**config.mk**
```make
export PLATFORM = sky130hd
export DESIGN_NAME = udma_mram_erase_seq_flat
export DESIGN_NICKNAME = d
export VERILOG_FILES = /design/src/rtl/udma_mram_erase_seq_if.sv /design/src/rtl/udma_mram_erase_seq.sv /design/src/flat_wrapper.sv
export SDC_FILE = /design/constraint.sdc
export NUM_CORES = 1
export LEC_CHECK = 0
export ABC_AREA = 1
export CAP_MARGIN = 40
export CORE_MARGIN = 1
export CORE_UTILIZATION = 54
export DETAILED_ROUTE_END_ITERATION = 10
export GPL_TIMING_DRIVEN = 0
export MAX_ROUTING_LAYER = met4
export PLACE_DENSITY = 0.9
export SLEW_MARGIN = 20
export SYNTH_ARGS = -nofsm -noshare
export SYNTH_HDL_FRONTEND = slang
export SYNTH_SLANG_ARGS = --single-unit
export TNS_END_PERCENT = 10
```
**constraint.sdc**
```tcl
create_clock -name clk_i -period 2.1 [get_ports clk_i]
set_input_delay 0.21 -clock clk_i [delete_from_list [all_inputs] [get_ports clk_i]]
set_output_delay 0.21 -clock clk_i [all_outputs]
set_load 0.02 [all_outputs]
```
**src/rtl/udma_mram_erase_seq_if.sv**
```systemverilog
// Erase command handshake between the erase sequencer (master) and the
// MRAM macro controller (slave).
interface udma_mram_erase_seq_if #(
  parameter int unsigned ADDR_W = 16
);
  logic              mram_req;
  logic [ADDR_W-1:0] mram_addr;
  logic              mram_ack;

  modport master (
    output mram_req,
    output mram_addr,
    input  mram_ack
  );

  modport slave (
    input  mram_req,
    input  mram_addr,
    output mram_ack
  );
endinterface

```
**src/rtl/udma_mram_erase_seq.sv**
```systemverilog
// MRAM erase sequencer: issues one erase command per line over a req/ack
// handshake, with inter-command gap, per-command ack timeout and abort.
module udma_mram_erase_seq #(
  parameter int unsigned ADDR_W  = 16,
  parameter int unsigned SIZE_W  = 10,
  parameter int unsigned GAP     = 2,
  parameter int unsigned TIMEOUT = 1024
) (
  input  logic                  clk_i,
  input  logic                  rstn_i,
  input  logic                  erase_start_i,
  input  logic [ADDR_W-1:0]     erase_addr_i,
  input  logic [SIZE_W-1:0]     erase_size_i,
  input  logic                  abort_i,
  udma_mram_erase_seq_if.master mram,
  output logic                  erase_pending_o,
  output logic                  event_done_o,
  output logic                  erase_err_o,
  output logic [SIZE_W-1:0]     lines_done_o
);

  localparam logic [1:0] ST_IDLE = 2'd0;
  localparam logic [1:0] ST_REQ  = 2'd1;
  localparam logic [1:0] ST_GAP  = 2'd2;
  localparam logic [1:0] ST_DONE = 2'd3;

  localparam int unsigned TW = (TIMEOUT > 2) ? $clog2(TIMEOUT) : 1;
  localparam logic [TW-1:0] TMO_LAST = TW'(TIMEOUT - 1);
  localparam logic [3:0]    GAP_LAST = 4'(GAP - 1);

  logic [1:0]        state_q, state_d;
  logic [ADDR_W-1:0] addr_q,  addr_d;
  logic [SIZE_W-1:0] rem_q,   rem_d;
  logic [SIZE_W-1:0] lines_q, lines_d;
  logic [TW-1:0]     tmo_q,   tmo_d;
  logic [3:0]        gap_q,   gap_d;
  logic              req_q,   req_d;
  logic              pend_q,  pend_d;
  logic              done_q,  done_d;
  logic              err_q,   err_d;

  // Outputs are driven from next-state values registered alongside the
  // state, so every output is a flop with no input-to-output path.
  always_comb begin
    state_d = state_q;
    addr_d  = addr_q;
    rem_d   = rem_q;
    lines_d = lines_q;
    tmo_d   = tmo_q;
    gap_d   = gap_q;
    req_d   = req_q;
    pend_d  = pend_q;
    done_d  = 1'b0;
    err_d   = err_q;

    case (state_q)
      ST_IDLE: begin
        if (erase_start_i) begin
          addr_d  = erase_addr_i;
          rem_d   = erase_size_i;
          lines_d = '0;
          err_d   = 1'b0;
          tmo_d   = '0;
          pend_d  = 1'b1;
          if (erase_size_i != '0) begin
            state_d = ST_REQ;
            req_d   = 1'b1;
          end else begin
            state_d = ST_DONE;
            done_d  = 1'b1;
          end
        end
      end

      ST_REQ: begin
        // Ack has priority over both abort and timeout expiry.
        if (mram.mram_ack) begin
          lines_d = lines_q + SIZE_W'(1);
          rem_d   = rem_q - SIZE_W'(1);
          addr_d  = addr_q + ADDR_W'(1);
          gap_d   = '0;
          req_d   = 1'b0;
          if (rem_q == SIZE_W'(1) || abort_i) begin
            state_d = ST_DONE;
            done_d  = 1'b1;
          end else begin
            state_d = ST_GAP;
          end
        end else if (abort_i) begin
          state_d = ST_DONE;
          req_d   = 1'b0;
          done_d  = 1'b1;
        end else if (tmo_q == TMO_LAST) begin
          state_d = ST_DONE;
          req_d   = 1'b0;
          done_d  = 1'b1;
          err_d   = 1'b1;
        end else begin
          tmo_d = tmo_q + TW'(1);
        end
      end

      ST_GAP: begin
        if (abort_i) begin
          state_d = ST_DONE;
          done_d  = 1'b1;
        end else if (gap_q == GAP_LAST) begin
          state_d = ST_REQ;
          req_d   = 1'b1;
          tmo_d   = '0;
        end else begin
          gap_d = gap_q + 4'd1;
        end
      end

      ST_DONE: begin
        state_d = ST_IDLE;
        pend_d  = 1'b0;
      end

      default: begin
        state_d = ST_IDLE;
        req_d   = 1'b0;
        pend_d  = 1'b0;
      end
    endcase
  end

  always_ff @(posedge clk_i or negedge rstn_i) begin
    if (!rstn_i) begin
      state_q <= ST_IDLE;
      addr_q  <= '0;
      rem_q   <= '0;
      lines_q <= '0;
      tmo_q   <= '0;
      gap_q   <= '0;
      req_q   <= 1'b0;
      pend_q  <= 1'b0;
      done_q  <= 1'b0;
      err_q   <= 1'b0;
    end else begin
      state_q <= state_d;
      addr_q  <= addr_d;
      rem_q   <= rem_d;
      lines_q <= lines_d;
      tmo_q   <= tmo_d;
      gap_q   <= gap_d;
      req_q   <= req_d;
      pend_q  <= pend_d;
      done_q  <= done_d;
      err_q   <= err_d;
    end
  end

  assign mram.mram_req   = req_q;
  assign mram.mram_addr  = addr_q;
  assign erase_pending_o = pend_q;
  assign event_done_o    = done_q;
  assign erase_err_o     = err_q;
  assign lines_done_o    = lines_q;

endmodule

```
**src/flat_wrapper.sv**
```systemverilog
// flat-port wrapper written by rule: the top's interface ports become plain ports
module udma_mram_erase_seq_flat 
#(
  parameter int unsigned ADDR_W  = 16,
  parameter int unsigned SIZE_W  = 10,
  parameter int unsigned GAP     = 2,
  parameter int unsigned TIMEOUT = 1024
)
  (clk_i, rstn_i, erase_start_i, erase_addr_i, erase_size_i, abort_i, erase_pending_o, event_done_o, erase_err_o, lines_done_o, mram_mram_req, mram_mram_addr, mram_mram_ack);
  udma_mram_erase_seq_if #(.ADDR_W(ADDR_W)) mram_i ();
  input  logic clk_i;
  input  logic rstn_i;
  input  logic erase_start_i;
  input  logic [ADDR_W-1:0] erase_addr_i;
  input  logic [SIZE_W-1:0] erase_size_i;
  input  logic abort_i;
  output logic erase_pending_o;
  output logic event_done_o;
  output logic erase_err_o;
  output logic [SIZE_W-1:0] lines_done_o;
  output wire logic [$bits(mram_i.mram_req)-1:0] mram_mram_req;
  output wire logic [$bits(mram_i.mram_addr)-1:0] mram_mram_addr;
  input wire logic [$bits(mram_i.mram_ack)-1:0] mram_mram_ack;
  assign mram_mram_req = mram_i.mram_req;
  assign mram_mram_addr = mram_i.mram_addr;
  assign mram_i.mram_ack = mram_mram_ack;
  udma_mram_erase_seq #(.ADDR_W(ADDR_W), .SIZE_W(SIZE_W), .GAP(GAP), .TIMEOUT(TIMEOUT)) u_core (.clk_i(clk_i), .rstn_i(rstn_i), .erase_start_i(erase_start_i), .erase_addr_i(erase_addr_i), .erase_size_i(erase_size_i), .abort_i(abort_i), .mram(mram_i), .erase_pending_o(erase_pending_o), .event_done_o(event_done_o), .erase_err_o(erase_err_o), .lines_done_o(lines_done_o));
endmodule
```
# After elaboration in Yosys (flattened, before gate mapping)
# Index checks and enable logic that the tools add are counted.
dict set report classes {
  addsub 5
  eq_ne 18
  n_mux 51
  reduce_logical 14
}
# operator count
set op_table {}
lappend op_table {{2-to-1 mux 10 bit} 9}
lappend op_table {{one-hot mux 10 bit (2 select lines)} 2}
lappend op_table {{2-to-1 mux 16 bit} 2}
lappend op_table {{one-hot mux 16 bit (2 select lines)} 1}
lappend op_table {{one-hot mux 10 bit (3 select lines)} 1}
lappend op_table {{adder 10 x 1 -> 10 bit, second input constant} 2}
lappend op_table {{2-to-1 mux 1 bit} 20}
lappend op_table {{adder 16 x 1 -> 16 bit, second input constant} 1}
lappend op_table {{2-to-1 mux 2 bit} 7}
lappend op_table {{inequality test 2 bit, second input constant} 7}
lappend op_table {{2-to-1 mux 4 bit} 3}
lappend op_table {{equality test 10 x 1 -> 1 bit, second input constant} 1}
lappend op_table {{equality test 10 bit, second input constant} 1}
lappend op_table {{nonzero test 10 bit} 1}
lappend op_table {{subtractor 10 x 1 -> 10 bit, second input constant} 1}
lappend op_table {{one-hot mux 2 bit (4 select lines)} 1}
lappend op_table {{one-hot mux 4 bit (2 select lines)} 1}
lappend op_table {{AND reduction 7 bit} 1}
lappend op_table {{inequality test 2 x 1 -> 1 bit, second input constant} 3}
lappend op_table {{one-hot mux 1 bit (3 select lines)} 2}
lappend op_table {{AND reduction 3 bit} 2}
lappend op_table {{AND reduction 6 bit} 1}
lappend op_table {{nonzero test 2 bit} 3}
lappend op_table {{AND reduction 5 bit} 1}
lappend op_table {{other kinds (12)} 14}
dict set report word_totals {
  reg_bits 56
  elab_cells 98
}

# Longest topological paths before layout
dict set report depth {
  ltp_word 5
  mapped_depth 10
}

# Least setup slack after synthesis
# Ideal clock, no wire load.
dict set report synth_path {
  path_type {flip-flop to flip-flop}
  start {reg u_core.addr_q[1] (netlist: u_core.mram.mram_addr[1])}
  end {reg u_core.addr_q[10] (netlist: u_core.mram.mram_addr[10])}
  setup_time_ns 0.117
  arrival_ns 1.456
  required_ns 1.983
  setup_slack_ns 0.527
  stages_incl_launch_ff 11
  path_buffers 0
  period_less_slack_ns 1.573
  path_cell_list {dfrtp_1 -> ha_1 -> nand2_1 -> nor2_1 -> nand2_1 -> nor2_1 -> nand2_1 -> nand2_1 -> nand2_1 -> nand2_1 -> nand2_1}
}
dict set report synth_via {
  elab_chain_len 3
}
# item line_no
set synth_rtl {}
lappend synth_rtl {{start, declared} udma_mram_erase_seq.sv:32} ;# logic [ADDR_W-1:0] addr_q, addr_d;
lappend synth_rtl {{start signal, assigned} udma_mram_erase_seq.sv:143} ;# addr_q <= addr_d;
lappend synth_rtl {{adder 16 x 1 -> 16 bit} udma_mram_erase_seq.sv:80} ;# addr_d = addr_q + ADDR_W'(1);
lappend synth_rtl {{2-to-1 mux 16 bit} udma_mram_erase_seq.sv:77} ;# if (mram.mram_ack) begin
lappend synth_rtl {{one-hot mux 16 bit (2 select lines)} udma_mram_erase_seq.sv:56} ;# case (state_q)
# Every way passes these cells. The select of a mux whose other input is x is not followed.
# A chain may end at the register's enable or synchronous reset.

# Final worst setup path
# Ends and elaborated chain as after synthesis.

==> flow_summary_export.csv <==
group,metric,value,unit
cells_and_area,layout.cells.non_filler,700,
yosys,ys_seq_area_share,38.2,%
placement,gp_congestion,0.966,
power,power_density,1300,mW/mm2
routing,top_layer,"met4",
routing,ant_nets,0,
routing,route.met2.wl,4820,um
power,p_leak,2.19,nW
clock_tree,clk_pin_slew_worst_paths,0.11,ns
yosys,yosys.area.top_type,"dfrtp_1",
die,die_area,0.00712,mm2
cells_and_area,fin_nets,661,
min_path,hp-class,"in -> reg",
worst_setup_path,cp-start-kind,"flip-flop",
worst_setup_path,cp_slowest_cell,"dfrtp_1",
grt,globalRouteOverflowTotal,0,
routing,drt_iter0_drc,319,
yosys,synth_warnings,0,
clock_tree,cts_sinks,56,
worst_setup_path,path_delay_family,"simple AND/OR/NAND/NOR gates",
sta,period_minus_slack,1.79,ns
grt,grt_use_total,30.2,%
die,core_area,0.00646,mm2
worst_setup_path,worstPathCellList,"ha_1 -> nand2_1 -> nor2_1 -> nand2_1 -> nor2_1 -> nand2_1 -> nand2_1 -> nand2_1 -> nand2_1 -> nand2_1",
cells_and_area,drive_above_1_share,5.14,%
placement,post-place-ws,0.349,ns
die,die_w,84.4,um
clock_tree,cts_resized,0,
routing,routed_wl,9890,um
grt,grt_pass1_vias,3764,
clock_tree,cts_buffer_depth,2,
clock_tree,insertion_delay,0.32,ns
clock_tree,cts_setup_buffers,0,
yosys,synth.distinct_cells,33,
routing,vias_per_cell,5.63,
clock_tree,cts_hold_buf,1,
yosys,synthCells,555,
yosys,synth-main-ff-cell,"dfrtp_1",
yosys,ys_seq_elements,56,
worst_setup_path,crit_top_cell,"nand2_1",
worst_setup_path,crit_type,"reg -> reg",
worst_setup_path,worst-endpoint-arrival,2.01,ns
sta,fin_skew,0.00956,ns
sta,layout_setup_ws,0.308,ns
yosys,synth_area,0.00366,mm2
flow_run,maxCapViolCount,0,
die,io_pins,61,
power,irDropWorstVdd,837,uV
worst_setup_path,crit_buf_inv,0,
die,chipHeight,84.4,um
status,status,"finished, violations left",
sta,hold_viol,0,
routing,drt_pass1_iterations,8,
grt,antenna_found_initial,0,
placement,port_buffers,60,
worst_setup_path,endpoint_kind,"flip-flop",
routing,drc,2,
placement,hpwl,7120,um
cells_and_area,syn_to_final_growth,21.4,%
grt,grt_max_degree,57,
placement,dpl.cell_count,692,
routing,wl_met3,692,um
clock_tree,htreeDepth,2,
die,initial_utilization,56.7,%
yosys,synth_area_leaders,"dfrtp_1 (38%), nand2_1 (19%), nand3_1 (7.6%), inv_1 (6.7%), nor2_1 (6.7%)",
clock_tree,cts_root_buffer,"clkbuf_8",
cells_and_area,mostFrequentLayoutCell,"nand2_1",
worst_setup_path,critical_path_peak_fanout,5,
sta,finalSetupViolations,0,
yosys,synth_area_per_cell,6.60,um2
sta,maxSlewViolCount,0,
worst_setup_path,cp_data_required_time,2.32,ns
yosys,synth_edf_count,0,
grt,grt_pass1_wl,16800,um
sta,rsz0062_at_grt,"false",
yosys,synth_fp_nets,593,
sta,worstMarginPinSlew,0.732,ns
routing,wirelength_met1,4200,um
routing,routedWlPerCell,14.1,um
yosys,async_flop_share,100,%
sta,relSlewSlack,51.2,%
yosys,synth_top_area_share,38.2,%
sta,max_freq,0.558,GHz
clock_tree,numCtsBuffers,5,
routing,num_vias,3943,
cells_and_area,n_antenna_cell,0,
cells_and_area,final_cell_mix,"nand2_1 (181), inv_1 (65), nor2_1 (65), clkdlybuf4s50_1 (59)",
worst_setup_path,cpPeakStageDelay,0.44,ns
die,rows,29,
clock_tree,cts_tree,"yes",
sta,timing.final.crit_share,85.3,%
status,violations,"DRC",
cells_and_area,fillers,542,
==> worst min-delay path: stages <==
cell and delay [ns]:
clkdlybuf4s50_1 0.40, nand2_1 0.06, a31oi_1 0.07
==> synthesized netlist by cell type (all sizes together), types with 5 or more instances <==
master / n
a21oi: 13
nor2: 68
dfrtp: 56
ha: 7
nand2: 183
o21ai: 44
buf: 11
nor3: 5
nand4: 18
or2: 5
inv: 67
nand3: 56
==> flip-flops by register name, summed over array words and instances, names as in the netlist <==
| signal | flops |
|---|---|
| u_core.lines_done_o | 10 |
| u_core.tmo_q | 10 |
| u_core.mram.mram_req | 1 |
| u_core.erase_err_o | 1 |
| u_core.mram.mram_addr | 16 |
| u_core.rem_q | 10 |
| u_core.erase_pending_o | 1 |
| u_core.state_q | 2 |
| u_core.gap_q | 4 |
| u_core.event_done_o | 1 |
==> per-layer routing <==
layer | track usage (%) | vias to the layer above
met3 | 4.13 | 21
met2 | 49.5 | 179
met5 | - | -
li1 | - | 1911
met4 | 12.5 | 0
met1 | 38.0 | 1832
==> power by group <==
part	internal [W]	switching (W)	leakage (nW)
registers	0.00145	0.000440	0.715
clock network	0.000228	0.000369	0.0400
logic	0.00120	0.00209	1.44
total	0.00288	0.00290	2.19
==> cell type report <==
type / instances / area (um2) / area share (%)
Multi-Input combinational cell: 418 / 1940 / 43.5
Sequential cell: 56 / 1400 / 31.5
Timing Repair Buffer: 61 / 608 / 13.7
Inverter: 67 / 251 / 5.65
Tap cell: 77 / 96.3 / 2.16
Buffer: 14 / 73.8 / 1.66
Clock buffer: 5 / 68.8 / 1.55
Clock inverter: 2 / 12.5 / 0.281
==> cell families after synthesis <==
logic type	synth area share [%]
AND/OR/NAND/NOR	39.6
buffers and inverters	8.88
AO/OA/AOI/OAI	9.97
flip-flops	38.2
adder cells (fa/ha/maj)	2.39
XOR/XNOR	0.956
==> through the flow <==
stage / TNS (ns) / instance area (um2) / total power (W) / hold WS (ns) / utilization [%]
2_1_floorplan: 0 / 3660 / 0.00395 / -0.0856 / -
3_3_place_gp: -54.39 / 4360 / 0.00500 / 0.458 / 67.5
3_5_place_dp: 0 / 4360 / 0.00512 / 0.315 / 67.5
4_1_cts: 0 / 4450 / 0.00572 / 0.469 / 68.9
5_1_grt: 0 / 4450 / 0.00626 / 0.500 / 68.9
6_report: 0 / 4450 / 0.00578 / 0.464 / 68.9
==> worst paths after layout <==
kind / from / end / cells after the start / slack, ns
worst max-delay path: u_core.mram.mram_addr[1] / u_core.mram.mram_addr[10] / 10 / 0.31
worst min-delay path: erase_addr_i[1] / u_core.mram.mram_addr[1] / 3 / 0.46
worst max register to register: u_core.mram.mram_addr[1] / u_core.mram.mram_addr[10] / 10 / 0.31
worst min register to register: u_core.mram.mram_req / u_core.mram.mram_req / 2 / 0.48
max in group asynchronous: rstn_i / u_core.mram.mram_addr[1] / 2 / 1.13
min in group asynchronous: rstn_i / u_core.gap_q[1] / 2 / 0.49
No activity file was read; power rests on OpenSTA's default activity.
